**src/rtl/inst_fetch_if.sv**
```systemverilog
// Fetch-side bus bundle: the ROM address/data pair and the valid/ready
// output register that feeds the decoder.
//   master : fetch unit (drives InstAddress, Inst, InstPc, InstValid)
//   slave  : ROM + decoder side (drives InstIn, InstReady)
// Handshake: Inst/InstPc are meaningful while InstValid=1; a transfer happens
// on a rising edge where InstValid=1 and InstReady=1; while InstValid=1 and
// InstReady=0 the producer holds Inst/InstPc stable; InstReady with
// InstValid=0 has no effect.
interface inst_fetch_if #(
    parameter int ADDR_W = 7,
    parameter int INST_W = 9
);
    logic [ADDR_W-1:0] InstAddress;
    logic [INST_W-1:0] InstIn;
    logic [INST_W-1:0] Inst;
    logic [ADDR_W-1:0] InstPc;
    logic              InstValid;
    logic              InstReady;

    modport master (
        output InstAddress,
        output Inst,
        output InstPc,
        output InstValid,
        input  InstIn,
        input  InstReady
    );

    modport slave (
        input  InstAddress,
        input  Inst,
        input  InstPc,
        input  InstValid,
        output InstIn,
        output InstReady
    );
endinterface

```
**src/rtl/inst_fetch.sv**
```systemverilog
// Instruction fetch unit: owns the PC, addresses the combinational ROM and
// hands each fetched word to the decoder through a one-entry valid/ready
// register. Supports Start, Halt and branch redirect.
// Optional build macro INST_FETCH_WRAP_HALT_EN: a capture from the last ROM
// address halts the unit instead of wrapping the PC to 0.
// DbgState exposes the FSM state (0=IDLE, 1=RUN, 2=HALTED).
module inst_fetch #(
    parameter int                ADDR_W     = 7,
    parameter int                INST_W     = 9,
    parameter logic [ADDR_W-1:0] START_ADDR = '0
) (
    input  logic              CLK,
    input  logic              Reset_n,
    input  logic              Start,
    input  logic              Halt,
    input  logic              BranchEn,
    input  logic [ADDR_W-1:0] BranchTarget,
    output logic              Done,
    output logic [1:0]        DbgState,
    inst_fetch_if.master      bus
);

    typedef enum logic [1:0] {
        IDLE   = 2'd0,
        RUN    = 2'd1,
        HALTED = 2'd2
    } state_t;

`ifdef INST_FETCH_WRAP_HALT_EN
    localparam logic [ADDR_W-1:0] PC_MAX = '1;
`endif

    state_t            state;
    state_t            state_nxt;
    logic [ADDR_W-1:0] pc;
    logic [ADDR_W-1:0] pc_nxt;
    logic [INST_W-1:0] inst;
    logic [INST_W-1:0] inst_nxt;
    logic [ADDR_W-1:0] inst_pc;
    logic [ADDR_W-1:0] inst_pc_nxt;
    logic              inst_valid;
    logic              inst_valid_nxt;
    logic              slot_free;
    logic              transfer;

    // The output slot can take a new word if it is empty or draining now.
    assign transfer  = inst_valid && bus.InstReady;
    assign slot_free = !inst_valid || bus.InstReady;

    // Next-state, PC and output-register control, priority Branch > Halt > fetch.
    always_comb begin
        state_nxt      = state;
        pc_nxt         = pc;
        inst_nxt       = inst;
        inst_pc_nxt    = inst_pc;
        inst_valid_nxt = inst_valid;

        unique case (state)
            IDLE: begin
                // The Start edge only loads the PC; fetching begins next edge.
                if (Start) begin
                    pc_nxt    = START_ADDR;
                    state_nxt = RUN;
                end
            end

            RUN: begin
                if (BranchEn) begin
                    // Redirect flushes the held word even if it was being accepted.
                    pc_nxt         = BranchTarget;
                    inst_valid_nxt = 1'b0;
                    if (Halt) begin
                        state_nxt = HALTED;
                    end
                end else if (Halt) begin
                    // Stop fetching; a held word stays until the decoder takes it.
                    state_nxt = HALTED;
                    if (transfer) begin
                        inst_valid_nxt = 1'b0;
                    end
                end else if (slot_free) begin
                    inst_nxt       = bus.InstIn;
                    inst_pc_nxt    = pc;
                    inst_valid_nxt = 1'b1;
`ifdef INST_FETCH_WRAP_HALT_EN
                    // Last ROM word: deliver it, then park instead of wrapping.
                    if (pc == PC_MAX) begin
                        state_nxt = HALTED;
                    end else begin
                        pc_nxt = pc + ADDR_W'(1);
                    end
`else
                    pc_nxt = pc + ADDR_W'(1);
`endif
                end
                // Otherwise stall: slot full and not accepted, hold everything.
            end

            HALTED: begin
                if (Start) begin
                    // Restart drops whatever was still waiting for the decoder.
                    pc_nxt         = START_ADDR;
                    state_nxt      = RUN;
                    inst_valid_nxt = 1'b0;
                end else if (transfer) begin
                    inst_valid_nxt = 1'b0;
                end
            end

            default: begin
                state_nxt      = IDLE;
                inst_valid_nxt = 1'b0;
            end
        endcase
    end

    // FSM state register.
    always_ff @(posedge CLK or negedge Reset_n) begin
        if (!Reset_n) begin
            state <= IDLE;
        end else begin
            state <= state_nxt;
        end
    end

    // Program counter register.
    always_ff @(posedge CLK or negedge Reset_n) begin
        if (!Reset_n) begin
            pc <= START_ADDR;
        end else begin
            pc <= pc_nxt;
        end
    end

    // One-entry output register toward the decoder.
    always_ff @(posedge CLK or negedge Reset_n) begin
        if (!Reset_n) begin
            inst       <= '0;
            inst_pc    <= '0;
            inst_valid <= 1'b0;
        end else begin
            inst       <= inst_nxt;
            inst_pc    <= inst_pc_nxt;
            inst_valid <= inst_valid_nxt;
        end
    end

    assign bus.InstAddress = pc;
    assign bus.Inst        = inst;
    assign bus.InstPc      = inst_pc;
    assign bus.InstValid   = inst_valid;
    assign Done            = (state == HALTED) && !inst_valid;
    assign DbgState        = state;

    // A word waiting for the decoder must not change under it.
    held_word_stable: assert property (
        @(posedge CLK) disable iff (!Reset_n)
        (inst_valid && !bus.InstReady) |=> ($stable(inst) && $stable(inst_pc))
    );

endmodule

```
**src/flat_wrapper.sv**
```systemverilog
// flat-port wrapper written by rule: the top's interface ports become plain ports
module inst_fetch_flat 
#(
    parameter int                ADDR_W     = 7,
    parameter int                INST_W     = 9,
    parameter logic [ADDR_W-1:0] START_ADDR = '0
)
  (CLK, Reset_n, Start, Halt, BranchEn, BranchTarget, Done, DbgState, bus_InstAddress, bus_Inst, bus_InstPc, bus_InstValid, bus_InstIn, bus_InstReady);
  inst_fetch_if #(.ADDR_W(ADDR_W), .INST_W(INST_W)) bus_i ();
  input  logic CLK;
  input  logic Reset_n;
  input  logic Start;
  input  logic Halt;
  input  logic BranchEn;
  input  logic [ADDR_W-1:0] BranchTarget;
  output logic Done;
  output logic [1:0] DbgState;
  output wire logic [$bits(bus_i.InstAddress)-1:0] bus_InstAddress;
  output wire logic [$bits(bus_i.Inst)-1:0] bus_Inst;
  output wire logic [$bits(bus_i.InstPc)-1:0] bus_InstPc;
  output wire logic [$bits(bus_i.InstValid)-1:0] bus_InstValid;
  input wire logic [$bits(bus_i.InstIn)-1:0] bus_InstIn;
  input wire logic [$bits(bus_i.InstReady)-1:0] bus_InstReady;
  assign bus_InstAddress = bus_i.InstAddress;
  assign bus_Inst = bus_i.Inst;
  assign bus_InstPc = bus_i.InstPc;
  assign bus_InstValid = bus_i.InstValid;
  assign bus_i.InstIn = bus_InstIn;
  assign bus_i.InstReady = bus_InstReady;
  inst_fetch #(.ADDR_W(ADDR_W), .INST_W(INST_W), .START_ADDR(START_ADDR)) u_core (.CLK(CLK), .Reset_n(Reset_n), .Start(Start), .Halt(Halt), .BranchEn(BranchEn), .BranchTarget(BranchTarget), .Done(Done), .DbgState(DbgState), .bus(bus_i));
endmodule
```
**config.mk**
```make
export PLATFORM = sky130hd
export DESIGN_NAME = inst_fetch_flat
export DESIGN_NICKNAME = d
export VERILOG_FILES = /design/src/rtl/inst_fetch_if.sv /design/src/rtl/inst_fetch.sv /design/src/flat_wrapper.sv
export SDC_FILE = /design/constraint.sdc
export NUM_CORES = 1
export LEC_CHECK = 0
export BUFFER_PORTS_ARGS = -buffer_cell sky130_fd_sc_hd__buf_2
export CAP_MARGIN = 0
export CORE_MARGIN = 8
export CORE_UTILIZATION = 41
export DETAILED_ROUTE_END_ITERATION = 12
export PLACE_DENSITY = 0.68
export SLEW_MARGIN = 20
export SYNTH_ARGS = -nofsm -noshare
export SYNTH_HDL_FRONTEND = slang
export SYNTH_SLANG_ARGS = --single-unit
```
**constraint.sdc**
```tcl
create_clock -name CLK -period 2.05 [get_ports CLK]
set_input_delay 0 -clock CLK [delete_from_list [all_inputs] [get_ports CLK]]
set_output_delay 0 -clock CLK [all_outputs]
set_load 0.03 [all_outputs]
```
==> reports/results.tsv <==
metric	value	unit
synth_top_cell_area_share	48.10	%
viasPerCell	5.013	
status	completed	
pre_cts_ws	289.5	ps
syn-mean-instance-area	11.97	um^2
crit_fanout	16	
io_buffers	48	
yosys_warnings	0	
maxCapViolCount	0	
grt_start_max_net_pins	27	
async_reset_ff_share	100.0	%
drv_slew	0	
final_hold_viol_count	0	
vias	1128	
p_clk_share	9.5	%
layout-drive-gt1-share	43.82	%
timing.hold.ws	0.1794	ps
cp.arrival	1990	ps
antenna_found_initial	0	
route.met3.wl	247	um
r2r.worst_path.cells	6	
area_growth	34.32	%
powerDensity	1482	nW/um^2
fin_tns_setup	0	ps
finish.utilization	55.76	%
ys_types	26	
synth_top_area_cell	dfrtp_1	
start_util	41.51	%
top_layer	met4	
yosysMostFrequentCell	dfrtp_1	
grt_first_pass_wirelength	5.637	mm
hold_class	primary input to flip-flop	
core_area	3258	um^2
wl	3.447	mm
p_leak	0.9327	nW
overflow	0	
fmax	565.0	MHz
first_global_vias	1197	
m1WireLength	1.480	mm
syn_area	1353	um^2
peakVddDrop	570.1	uV
synth_area_leaders	dfrtp_1 48%, mux2_4 11%, mux2_2 6.7%	
synth_nets	140	
n_fill_cell	306	
cts_setup_buffers	0	
setup_violations	0	
fp.dieH	73.44	um
fin_crit	1770	ps
yosysSeqAreaShare	48.10	%
slew_headroom	62.05	%
ant_nets	0	
design.die.area	5393	um^2
insertion_delay	320	ps
worstPathRequired	2270	ps
clkTransAtPathRegs	140	ps
dieWidth	73.44	um
p_sw	1.274	mW
ios	49	
htree_levels	1	
internal-power	1.418	mW
grt_setup_unrepaired	no	
grt_usage	13.38	%
cts_buffers	3	
whs_path_depth	3	
rows	21	
clock_skew	4.619	ps
ys.flop_type	dfrtp_1	
pwr-share-seq	34.9	%
critPathCaptureType	flip-flop	
cts_tree	yes	
clock_sinks	26	
worst_slack	280.0	ps
criticalPathCategory	flip-flop to flip-flop	
p_comb_share	55.5	%
root_buffer	clkbuf_4	
synth_commonest_cells	26 x dfrtp_1, 10 x mux2_4, 8 x mux2_2, 7 x inv_1, 7 x nand2_1	
gp_congestion	0.7673	
finalCritPeriodShare	86.34	%
clock_path_buffers	2	
routedWlPerCell	15.32	um
sw_frac_of_total	47.32	%
drt-initial-drc-count	51	
worst_slew_pin_slew	569.3	ps
met2_length	1.693	mm
hpwl	2.483	mm
drtPass1Iterations	4	
nNetsFinal	206	
ys_ff_latch	26	
drc_errors	0	
netlist_instances	113	
synth-edff-count	0	
cp-start-kind	flip-flop	
## routing by layer
metal  vias up  track usage [%]
met5         -                0
met4         0            5.100
met3         4            3.820
met2        47            22.54
met1       542            15.60
li1        535                -
## through the flow
stage	instance area, um^2	instances	power, mW
detailed placement	1628	205	2.429
CTS	1814	224	2.709
finish	1817	225	2.693
global route	1814	224	2.866
floorplan	1353	113	1.994
global placement	1628	205	2.383
## final timing paths
path	from	end	slack (ps)
setup / recovery	u_core.DbgState[1]$_DFFE_PN0P_	u_core.bus.Inst[4]$_DFFE_PN0P_	280
hold / removal	BranchTarget[0]	u_core.bus.InstAddress[0]$_DFFE_PN0P_	0.2
setup reg to reg	u_core.DbgState[1]$_DFFE_PN0P_	u_core.bus.Inst[4]$_DFFE_PN0P_	280
hold reg to reg	u_core.bus.InstPc[0]$_DFFE_PN0P_	u_core.bus.InstPc[0]$_DFFE_PN0P_	520
max in group asynchronous	Reset_n	u_core.DbgState[1]$_DFFE_PN0P_	1490
min in group asynchronous	Reset_n	u_core.bus.Inst[7]$_DFFE_PN0P_	190
## flip-flops by register name (all words and copies together) (netlist names)
register	cells
u_core.DbgState	2
u_core.bus.InstValid	1
u_core.bus.InstAddress	7
u_core.bus.InstPc	7
u_core.bus.Inst	9
## placed cells by master (no fill, tap or decap), drive strengths merged, types with 5 or more instances in the layout
| cell type | count |
|---|---|
| nor3 | 7 |
| buf | 48 |
| mux2 | 18 |
| dfrtp | 26 |
| nor2 | 5 |
| inv | 7 |
| ha | 5 |
| nand2 | 8 |
| dlygate4sd3 | 15 |
| a21oi | 6 |
| o21ai | 5 |
## what timing repair did
action	CTS	global route
hold endpoints to repair	40	0
hold buffers	15	0
endpoints found under the setup margin	0	0
gates resized for setup	0	0
## cell families after synthesis
group,after synthesis,synth area share (%)
buffers and inverters,9,3.608
flip-flops,26,48.10
multiplexers,19,18.50
AO/OA/AOI/OAI,22,11.56
AND/OR/NAND/NOR,32,13.60
adder cells (fa/ha/maj),5,4.625
## critical path, stage by stage (launching register included)
cell      delay, ps
dfrtp_1         440
inv_1           110
ha_1            230
nand2b_4        110
nor2_2           40
nand2_2         350
mux2_2          390
## power groups by stage
stage | Combinational (mW) | Sequential [mW] | Clock [mW]
after floorplan | 0.624 | 1.37 | 0
after global placement | 1.45 | 0.933 | 0
after detailed placement | 1.48 | 0.950 | 0
after CTS | 1.51 | 0.936 | 0.265
after global routing | 1.60 | 0.974 | 0.290
final | 1.49 | 0.941 | 0.257
## final cells by class
type	instances	area [um^2]	area share [%]
inverter	7	26.28	1.446
antenna	1	2.502	0.1377
sequential	26	650.6	35.81
tap	46	57.56	3.168
timing repair buffer	63	390.4	21.49
multi-input combinational	78	653.1	35.95
clock buffer	4	36.28	1.997
No activity file was read; power rests on OpenSTA's default activity.
